### config.mk
export PLATFORM = sky130hd
export DESIGN_NAME = ram_arbiter
export DESIGN_NICKNAME = d
export VERILOG_FILES = /design/src/rtl/ram_arbiter.sv
export SDC_FILE = /design/constraint.sdc
export NUM_CORES = 1
export LEC_CHECK = 0
export ABC_CLOCK_PERIOD_IN_PS = 2900
export BUFFER_PORTS_ARGS = -buffer_cell sky130_fd_sc_hd__buf_2
export CAP_MARGIN = 0
export CORE_UTILIZATION = 50
export CTS_CLUSTER_SIZE = 25
export DETAILED_ROUTE_END_ITERATION = 16
export GPL_TIMING_DRIVEN = 0
export MAX_ROUTING_LAYER = met4
export PLACE_DENSITY_LB_ADDON = 0.05
export SLEW_MARGIN = 20
export SYNTH_ARGS = -nofsm -noshare
export SYNTH_HDL_FRONTEND = slang
export SYNTH_SLANG_ARGS = --single-unit
### constraint.sdc
create_clock -name clk -period 2.9 [get_ports clk]
set_clock_uncertainty 0.05 [all_clocks]
set_input_delay 0.29 -clock clk [delete_from_list [all_inputs] [get_ports clk]]
set_output_delay 0.29 -clock clk [all_outputs]
set_load 0.03 [all_outputs]
### src/rtl/ram_arbiter.sv
// Two-master arbiter for a single-port byte-write RAM.
// RAM_ARB_RR_EN selects round-robin ties; default is fixed m1 priority.
module ram_arbiter #(
  parameter int ADDR_W = 16,
  parameter int DATA_W = 32,
  localparam int BE_W  = DATA_W / 8
) (
  input  logic              clk,
  input  logic              resetn,
  input  logic              m0_req,
  input  logic [ADDR_W-1:0] m0_addr,
  input  logic [BE_W-1:0]   m0_wstrb,
  input  logic [DATA_W-1:0] m0_wdata,
  output logic [DATA_W-1:0] m0_rdata,
  output logic              m0_ack,
  input  logic              m1_req,
  input  logic [ADDR_W-1:0] m1_addr,
  input  logic [BE_W-1:0]   m1_wstrb,
  input  logic [DATA_W-1:0] m1_wdata,
  output logic [DATA_W-1:0] m1_rdata,
  output logic              m1_ack,
  output logic [ADDR_W-1:0] ram_addr,
  output logic              ram_en,
  output logic [BE_W-1:0]   ram_we,
  output logic [DATA_W-1:0] ram_din,
  input  logic [DATA_W-1:0] ram_dout
);

  typedef enum logic [1:0] {
    IDLE   = 2'd0,
    ACCESS = 2'd1,
    RESP   = 2'd2
  } state_t;

  state_t state_q;
  state_t state_d;

  logic              any_req;
  logic              gnt_m1;
  logic              owner_q;
  logic [ADDR_W-1:0] addr_q;
  logic [BE_W-1:0]   wstrb_q;
  logic [DATA_W-1:0] wdata_q;
  logic [DATA_W-1:0] m0_rdata_q;
  logic [DATA_W-1:0] m1_rdata_q;

  assign any_req = m0_req | m1_req;

`ifdef RAM_ARB_RR_EN
  logic last_grant_q;

  // On a tie, the master not served last time wins.
  always_comb begin
    gnt_m1 = m1_req & (~m0_req | ~last_grant_q);
  end

  always_ff @(posedge clk or negedge resetn) begin
    if (!resetn) begin
      last_grant_q <= 1'b1;
    end else if (state_q == IDLE && any_req) begin
      last_grant_q <= gnt_m1;
    end
  end
`else
  always_comb begin
    gnt_m1 = m1_req;
  end
`endif

  always_ff @(posedge clk or negedge resetn) begin
    if (!resetn) begin
      state_q <= IDLE;
    end else begin
      state_q <= state_d;
    end
  end

  always_comb begin
    state_d = state_q;
    unique case (state_q)
      IDLE:    if (any_req) state_d = ACCESS;
      ACCESS:  state_d = RESP;
      RESP:    state_d = IDLE;
      default: state_d = IDLE;
    endcase
  end

  always_comb begin
    ram_en   = 1'b0;
    ram_we   = '0;
    ram_addr = addr_q;
    ram_din  = wdata_q;
    m0_ack   = 1'b0;
    m1_ack   = 1'b0;
    unique case (state_q)
      ACCESS: begin
        ram_en = 1'b1;
        ram_we = wstrb_q;
      end
      RESP: begin
        m0_ack = ~owner_q;
        m1_ack = owner_q;
      end
      default: ;
    endcase
  end

  // Request latch in IDLE; read capture into owner's register in ACCESS.
  always_ff @(posedge clk or negedge resetn) begin
    if (!resetn) begin
      owner_q    <= 1'b0;
      addr_q     <= '0;
      wstrb_q    <= '0;
      wdata_q    <= '0;
      m0_rdata_q <= '0;
      m1_rdata_q <= '0;
    end else begin
      if (state_q == IDLE && any_req) begin
        owner_q <= gnt_m1;
        addr_q  <= gnt_m1 ? m1_addr  : m0_addr;
        wstrb_q <= gnt_m1 ? m1_wstrb : m0_wstrb;
        wdata_q <= gnt_m1 ? m1_wdata : m0_wdata;
      end
      if (state_q == ACCESS) begin
        if (owner_q) m1_rdata_q <= ram_dout;
        else         m0_rdata_q <= ram_dout;
      end
    end
  end

  assign m0_rdata = m0_rdata_q;
  assign m1_rdata = m1_rdata_q;

endmodule

==> flow_summary_export.csv <==
group,metric,value,unit
status,status,"complete, no violations",
synth,synth.distinct_cells,17,
synth,synth-seq-area-share,54.5,%
timing,maxSlewHeadroom,72.6,%
setup_path,r2r-start,"state_q[1]",
clock_network,cts.sinks,119,
drt,wl_per_cell,16.9,um
drt,drt-total-wl,13100,um
clock_network,cts_tree,"built",
timing,setup_violations,0,
layout,final_cell_mix,"buf_2 (262), dfrtp_1 (119), mux2_2 (89)",
floorplanning,rows,37,
setup_path,cp_data_arrival_time,1.51,ns
drt,drt-initial-drc-count,78,
timing,final-max-slew-violation-count,0,
setup_path,reg2reg_slack,1.23,ns
global_routing,grt_pass1_wl,20600,um
synth,ys_warn_count,0,
layout,fin_cells,777,
place,place_area,6960,um2
worst_hold_path,hp-start,"m0_req",
layout,multi_input_area,2290,um2
floorplanning,chipWidth,107,um
floorplanning,core_area,10500,um2
worst_hold_path,hold_end,"owner_q",
power_and_ir_drop,power_per_cell_area,1330,nW/um2
clock_network,cts_buffer_depth,2,
setup_path,critical_path_class,"reg -> out",
floorplanning,initial_utilization,52.3,%
drt,dr.pass1.iters,4,
clock_network,htreeDepth,4,
power_and_ir_drop,peakVddDrop,0.827,mV
layout,num-fill-cells,688,
global_routing,overflow,0,
clock_network,cts_buffers,17,
synth,synth-seq-cells,119,
global_routing,grt_max_degree,84,
drt,drt.antenna.violating_nets,0,
worst_hold_path,worstHoldPathType,"in -> reg",
synth,synthTopCellsByArea,"dfrtp_1 (54%), mux2_4 (22%), mux2_2 (18%)",
layout,layout_commonest_cell,"buf_2",
layout,n_antenna_cell,0,
synth,synth.avg_cell_area,17.1,um2
timing,clock.fmax,541,MHz
timing,hold_viol_final,0,
synth,synth_cells,320,
floorplanning,fp.dieArea,11400,um2
setup_path,cp-start-kind,"register",
place,dpl.hpwl,9110,um
layout,final-seq-area,2980,um2
synth,synth.cell_area,5470,um2
floorplanning,die_y,107,um
layout,drive_gt1_share,74.3,%
place,gp_congestion,0.772,
layout,design_area,7920,um2
layout,nNetsFinal,770,
clock_network,post_cts_buffers,0,
drt,viasPerCell,4.99,
setup_path,rr_worst_depth,5,
timing,rsz0062_at_grt,"false",
timing,setup_tns,0,ns
setup_path,crit_required,2.56,ns
power_and_ir_drop,leakagePower,3.99,nW
floorplanning,pin_count,259,
timing,tightest_slew,0.411,ns
timing,period_share,63.7,%
run,drv_cap,0,
place,portBuffers,257,
clock_network,clockRootBuffer,"clkbuf_8",
timing,period_needed,1.85,ns
power_and_ir_drop,power,10.5,mW
setup_path,r2r_end,"wstrb_q[1]",
clock_network,clk_latency,0.51,ns
layout,syn_to_final_growth,44.9,%
drt,drc,0,
clock_network,clk_pin_slew,0.05,ns
drt,vias,3874,
place,dp_cells,714,
synth,synth_top_cell_by_area,"dfrtp_1",
setup_path,crit_path_max_fanout,7,
global_routing,grt_pass1_vias,4117,
setup_path,cp-end-kind,"output pin",
global_routing,track_usage,24.7,%
synth,yosysTopAreaCellShare,54.5,%
synth,synthesis.nets,460,
global_routing,antenna_found_initial,0,
worst_hold_path,hold_depth,3,
synthesized netlist by cell type, drive strengths merged:
cell type	n
and2	4
a22o	1
nor2	1
o21a	1
mux2	168
nor2b	2
buf	19
and2b	1
nand2	2
nor3b	1
dfrtp	119
and3b	1
report_power, final:
part	internal (mW)	total, mW	switching (mW)
logic	2.30	5.25	2.95
clock network	1.54	2.24	0.706
registers	2.54	3.01	0.479
repair_timing:
item / CTS / global route
resized for setup: 0 / 0
hold buffers: 33 / 0
hold endpoints to repair: 100 / 0
cell families (layout without fill, tap and decap cells):
family          after synthesis  count (layout)  synth area share [%]
compound gates                2               2                 0.298
buf+inv                      19             340                  3.71
flops                       119             119                  54.5
mux                         168             168                  40.0
simple gates                 12              12                  1.51
critical path, cell delays in order, from the launching register on:
cell and delay (ns):
dfrtp_1 0.44, nor2b_4 0.21, and2_1 0.15, buf_2 0.20
routing by layer:
metal  up-vias  share of wire [%]  wire, um  global-route usage [%]
met5         -                  0         0                       -
met4         0                2.5       325                    11.7
met3        24                6.9       911                    6.57
met2       170                 50      6600                    41.0
met1      1921                 40      5310                    27.9
li1       1759                  -         -                       -
worst max path at each step:
| stage | start | to | slack [ns] | cells past startpoint |
|---|---|---|---|---|
| global placement | resetn | ram_din[3] | 0.04 | 1 |
| global route | state_q[1] | ram_we[2] | 0.96 | 3 |
| floorplan | state_q[1] | m0_rdata[10] | 1.30 | 5 |
| detailed placement | state_q[1] | ram_din[31] | 1.26 | 5 |
| CTS | state_q[1] | ram_we[2] | 1.02 | 3 |
| finish | state_q[1] | ram_we[2] | 1.05 | 3 |
final cells by class:
type	count	area share (%)
sequential	119	37.6
multi-input combinational	182	28.9
buffer	19	2.56
timing repair buffer	291	20.8
tap	136	2.15
clock inverter	9	2.18
clock buffer	21	5.80
per-stage QoR:
stage / utilization (%) / setup slack (ns) / hold slack [ns]
5_1_grt: 75.7 / 0.962 / 0.0182
3_5_place_dp: 66.5 / 1.26 / 0.162
4_1_cts: 75.7 / 1.02 / 0.00658
6_report: 75.7 / 1.05 / 0.0281
3_3_place_gp: 66.2 / 0.0415 / 0.431
2_1_floorplan: - / 1.30 / -0.0556
sequential cells by signal (all words and copies together) (netlist names):
| register | cells |
|---|---|
| owner_q | 1 |
| ram_din | 32 |
| ram_addr | 16 |
| state_q | 2 |
| m0_rdata | 32 |
| wstrb_q | 4 |
| m1_rdata | 32 |
No activity file was read; power rests on OpenSTA's default activity.
